`config.mk`:
```
export PLATFORM = sky130hd
export DESIGN_NAME = bias_add_19
export DESIGN_NICKNAME = d
export VERILOG_FILES = /design/src/rtl/bias_add_19.sv
export SDC_FILE = /design/constraint.sdc
export NUM_CORES = 1
export LEC_CHECK = 0
export CAP_MARGIN = 5
export CORE_MARGIN = 2
export CORE_UTILIZATION = 39
export DETAILED_ROUTE_END_ITERATION = 8
export PLACE_DENSITY = 0.63
export SYNTH_ARGS = -nofsm -noshare
export SYNTH_HDL_FRONTEND = slang
export SYNTH_SLANG_ARGS = --single-unit
```
`constraint.sdc`:
```
create_clock -name ap_clk -period 6.63 [get_ports ap_clk]
set_input_delay 1.326 -clock ap_clk [delete_from_list [all_inputs] [get_ports ap_clk]]
set_output_delay 1.326 -clock ap_clk [all_outputs]
set_load 0.01 [all_outputs]
```
`src/rtl/bias_add_19.sv`:
```
// Layer-19 bias adder: loads one bias per output channel at frame start, then adds,
// rescales, saturates and optionally rectifies each accumulator word on its way to layer 20.
module bias_add_19 #(
  parameter int unsigned N_CH       = 16,
  parameter int unsigned PIXELS     = 64,
  parameter int unsigned ACC_W      = 32,
  parameter int unsigned COEFF_W    = 16,
  parameter int unsigned OUT_W      = 16,
  parameter int unsigned BIAS_SHIFT = 0,
  parameter int unsigned OUT_SHIFT  = 8,
  parameter bit          RELU       = 1'b1
) (
  input  logic               ap_clk,
  input  logic               ap_rst,
  input  logic [COEFF_W-1:0] bias_V_dout,
  input  logic               bias_V_empty_n,
  output logic               bias_V_read,
  input  logic [ACC_W-1:0]   acc_V_dout,
  input  logic               acc_V_empty_n,
  output logic               acc_V_read,
  output logic [OUT_W-1:0]   output_V_din,
  input  logic               output_V_full_n,
  output logic               output_V_write,
  output logic               frame_done
);

  localparam int unsigned CH_W  = (N_CH > 1) ? $clog2(N_CH) : 1;
  localparam int unsigned PIX_W = (PIXELS > 1) ? $clog2(PIXELS) : 1;
  localparam int unsigned SUM_W = ACC_W + COEFF_W + BIAS_SHIFT + 1;

  localparam logic [CH_W-1:0]  CH_LAST  = CH_W'(N_CH - 1);
  localparam logic [PIX_W-1:0] PIX_LAST = PIX_W'(PIXELS - 1);
  localparam logic signed [SUM_W-1:0] SAT_MAX = {{(SUM_W-OUT_W+1){1'b0}}, {(OUT_W-1){1'b1}}};
  localparam logic signed [SUM_W-1:0] SAT_MIN = {{(SUM_W-OUT_W+1){1'b1}}, {(OUT_W-1){1'b0}}};

  typedef enum logic {LOAD, RUN} state_t;

  state_t             state;
  logic [CH_W-1:0]    ch_cnt;
  logic [PIX_W-1:0]   pix_cnt;
  logic               out_valid;
  logic [COEFF_W-1:0] bias_mem [N_CH];

  logic               bias_pop_c;
  logic               accept_c;
  logic signed [ACC_W-1:0]   acc_s_c;
  logic signed [COEFF_W-1:0] bias_s_c;
  logic signed [SUM_W-1:0]   sum_c;
  logic signed [SUM_W-1:0]   shr_c;
  logic [OUT_W-1:0]          res_c;

  // FIFO strobes: loading never waits on the output side; running stalls only on a blocked held word
  assign bias_pop_c     = (state == LOAD) & bias_V_empty_n;
  assign accept_c       = (state == RUN) & acc_V_empty_n & (~out_valid | output_V_full_n);
  assign bias_V_read    = bias_pop_c;
  assign acc_V_read     = accept_c;
  assign output_V_write = out_valid;

  // Bias add, floor rescale, saturate, optional ReLU
  always_comb begin
    acc_s_c  = acc_V_dout;
    bias_s_c = bias_mem[ch_cnt];
    sum_c    = SUM_W'(acc_s_c) + (SUM_W'(bias_s_c) <<< BIAS_SHIFT);
    shr_c    = sum_c >>> OUT_SHIFT;
    res_c    = shr_c[OUT_W-1:0];
    if (RELU && shr_c[SUM_W-1]) begin
      res_c = '0;
    end else if (shr_c > SAT_MAX) begin
      res_c = SAT_MAX[OUT_W-1:0];
    end else if (shr_c < SAT_MIN) begin
      res_c = SAT_MIN[OUT_W-1:0];
    end
  end

  // Bias table has no reset; ch_cnt returning to 0 is what discards a partial load
  always_ff @(posedge ap_clk) begin
    if (!ap_rst && bias_pop_c) begin
      bias_mem[ch_cnt] <= bias_V_dout;
    end
  end

  always_ff @(posedge ap_clk) begin
    if (ap_rst) begin
      state        <= LOAD;
      ch_cnt       <= '0;
      pix_cnt      <= '0;
      out_valid    <= 1'b0;
      output_V_din <= '0;
      frame_done   <= 1'b0;
    end else begin
      frame_done <= 1'b0;
      if (out_valid && output_V_full_n && !accept_c) begin
        out_valid <= 1'b0;
      end
      case (state)
        LOAD: begin
          if (bias_pop_c) begin
            if (ch_cnt == CH_LAST) begin
              ch_cnt <= '0;
              state  <= RUN;
            end else begin
              ch_cnt <= ch_cnt + CH_W'(1);
            end
          end
        end
        RUN: begin
          if (accept_c) begin
            output_V_din <= res_c;
            out_valid    <= 1'b1;
            if (ch_cnt == CH_LAST) begin
              ch_cnt <= '0;
              if (pix_cnt == PIX_LAST) begin
                pix_cnt    <= '0;
                frame_done <= 1'b1;
                state      <= LOAD;
              end else begin
                pix_cnt <= pix_cnt + PIX_W'(1);
              end
            end else begin
              ch_cnt <= ch_cnt + CH_W'(1);
            end
          end
        end
        default: state <= LOAD;
      endcase
    end
  end

endmodule
```
==> impl_metrics.yaml <==
power_and_ir_drop:
  total_leakage_power_uw: 0.00497
  p_sw_uw: 956
  seq_power_share_pct: 47.6
  p_clk_share_pct: 40.5
  ir_drop_v: 0.000178
  p_comb_share_pct: 11.9
  sw_frac_of_total_pct: 22.7
  p_per_area_mw_per_mm2: 279
  internal_power_uw: 3250
global_routing:
  grt_pass1_wl_um: 43400
  antenna_found_initial: 1
  grt_pass1_vias: 7258
  grt_max_degree: 33
  gr-total-overflow: 0
  grt_use_total_pct: 17.2
routing:
  firstDrtPassIters: 4
  drc: 0
  vias: 7263
  routed_via_density: 5.44
  drtAntennaViolNets: 0
  drt_iter0_drc: 611
  wl_per_cell_um: 21.7
  routed_wl_um: 29000
sta:
  hold_violations: 0
  skew_ns: 0.0291
  tightest_slew_ns: 1.17
  fin_crit_sh_pct: 83.4
  slew_headroom_pct: 21.2
  finalSetupViolCount: 0
  rsz0062_at_grt: "false"
  setup-tns-final_ns: 0
  finalMaxSlewViolations: 0
  min_period_ns: 5.53
  max_clock_freq_mhz: 181
finish:
  final_cells: 1335
  nFillCells: 2759
  final_core_util_pct: 46.7
  nets: 958
  final_cell_mix: "edfxtp_1, mux4_2, clkdlybuf4s50_1, a21oi_1, ha_1"
  fin_area_mm2: 0.0151
  diodes: 0
  final_common_cell: "edfxtp_1"
  area_growth_pct: 18.9
  drive_gt1_share_pct: 18.8
critical_path:
  critPathKind: "reg2reg"
  cp-start-kind: "flop"
  cp_common_cell: "a21oi_1"
  worstPathRequired_ns: 7.02
  worstPathMaxFanout: 25
  end_kind: "flop"
  cp_slowest_cell: "xnor2_1"
  critPathArrivalTime_ns: 5.92
  cp_num_buf_inv: 1
  max_stage_delay_ns: 0.92
  crit_family: "compound AO/OA/AOI/OAI gates"
  crit_chain: "buf_12 -> mux4_2 -> mux4_2 -> ha_1 -> a21o_1 -> a311o_1 -> o211ai_1 -> a21oi_1 -> a2111oi_2 -> o31ai_1 -> a21oi_1 -> xnor2_1 -> o311a_1 -> a21oi_1"
clock_tree:
  path_clk_slew_ns: 0.06
  cts_buffers: 30
  holdBufCountCts: 0
  clock_sinks: 289
  cts_max_level: 1
  clock_path_buffers: 3
  clk_latency_ns: 0.55
  postCtsSetupRepairBufs: 0
  cts-root-buf: "clkbuf_16"
  tritoncts: "built"
  post_cts_resized: 0
job:
  max_cap_viol_count: 0
logic_synthesis:
  synth-main-ff-cell: "edfxtp_1"
  yosys_warnings: 0
  syn_area_per_cell_um2: 16.2
  synthesis.area_mm2: 0.0127
  syn-instance-count: 782
  synthArstFlopShare_pct: 0
  synth_area_leader_cell: "edfxtp_1"
  synth_fp_nets: 871
  synth_edf_count: 256
  synth_top_cell_area_share_pct: 60.6
  ys_top_cells_by_area: "edfxtp_1, mux4_2, dfxtp_1"
  synth_cell_type_count: 55
  ys_seq_area_share_pct: 65.8
  synth_seq_cells: 289
placed_design:
  gp_congestion: 0.898
  dpl-instance-area_mm2: 0.0141
  portBuffers: 72
  dp_cells: 1279
  hpwlAfterDp_um: 18200
floorplan:
  rows: 66
  pin_count: 73
  core-area_mm2: 0.0323
  die_w_um: 184
  die_area_mm2: 0.0340
  start_util_pct: 39.3
  die_h_um: 184
status:
  status: "finished clean"
hold_path:
  hold_path.class: "reg2reg"
==> state kept, by name (all words and copies together), names as in the netlist, named ones only <==
signal / cells
output_V_din: 16
frame_done: 1
bias_mem: 256
pix_cnt: 6
output_V_write: 1
ch_cnt: 4
state: 1
==> cells by family after synthesis <==
logic type / synth area share [%]
flip-flops: 65.8
AO/OA/AOI/OAI: 7.79
AND/OR/NAND/NOR: 5.27
multiplexers: 14.1
buffers and inverters: 1.68
adder cells (fa/ha/maj): 3.55
XOR/XNOR: 1.79
==> area by class of cell <==
class / instances / area, um^2 / share of cell area, %
flip-flops and latches: 289 / 8350 / 55.4
multi-input cells: 438 / 4180 / 27.7
repair buffers: 95 / 931 / 6.17
clock buffers: 38 / 802 / 5.32
well taps: 442 / 553 / 3.66
clock inverters: 18 / 210 / 1.39
inverters: 15 / 56.3 / 0.373
==> metrics by stage <==
step / total power (uW) / hold slack, ns / setup WS (ns)
6_report: 4210 / 0.480 / 1.10
5_1_grt: 4350 / 0.502 / 0.692
4_1_cts: 4240 / 0.488 / 1.06
3_5_place_dp: 2540 / 0.474 / 1.07
3_3_place_gp: 2540 / 0.446 / 1.17
2_1_floorplan: 2380 / 0.457 / 1.47
==> cells in the mapped netlist, drive strengths merged (7+ instances only) <==
library cell / n
o21ai: 20
clkbuf: 30
edfxtp: 256
a21oi: 67
inv: 15
dfxtp: 33
nor2: 40
a21o: 22
a31oi: 16
nor3: 11
xnor2: 14
nand2: 34
mux4: 77
nand4: 14
xor2: 12
nand3: 7
buf: 10
ha: 36
==> path summary, 6_finish.rpt <==
kind	from	endpoint	slack, ns	depth (start not counted)
worst max-delay path	flop	output_V_din[11]$_SDFFE_PP0P_	1.10	14
worst min-delay path	output_V_din[15]$_SDFFE_PP0P_	output_V_din[15]$_SDFFE_PP0P_	0.48	1
worst max register to register	flop	output_V_din[11]$_SDFFE_PP0P_	1.10	14
worst min register to register	output_V_din[15]$_SDFFE_PP0P_	output_V_din[15]$_SDFFE_PP0P_	0.48	1
==> power by group through the flow <==
stage	combinational (uW)	clock, uW	sequential (uW)
after floorplan	350	0	2030
after global placement	495	0	2040
after detailed placement	497	0	2040
after CTS	499	1730	2010
after global routing	543	1800	2010
final	499	1700	2010
==> metal layers <==
layer / wire (um) / global-route usage, % / up-vias
met3: 1410 / 2.59 / 40
li1: - / - / 3348
met5: 13 / 0 / -
met4: 466 / 3.46 / 2
met2: 14100 / 29.4 / 189
met1: 13000 / 23.5 / 3684
(Power assumes the default switching activity.)
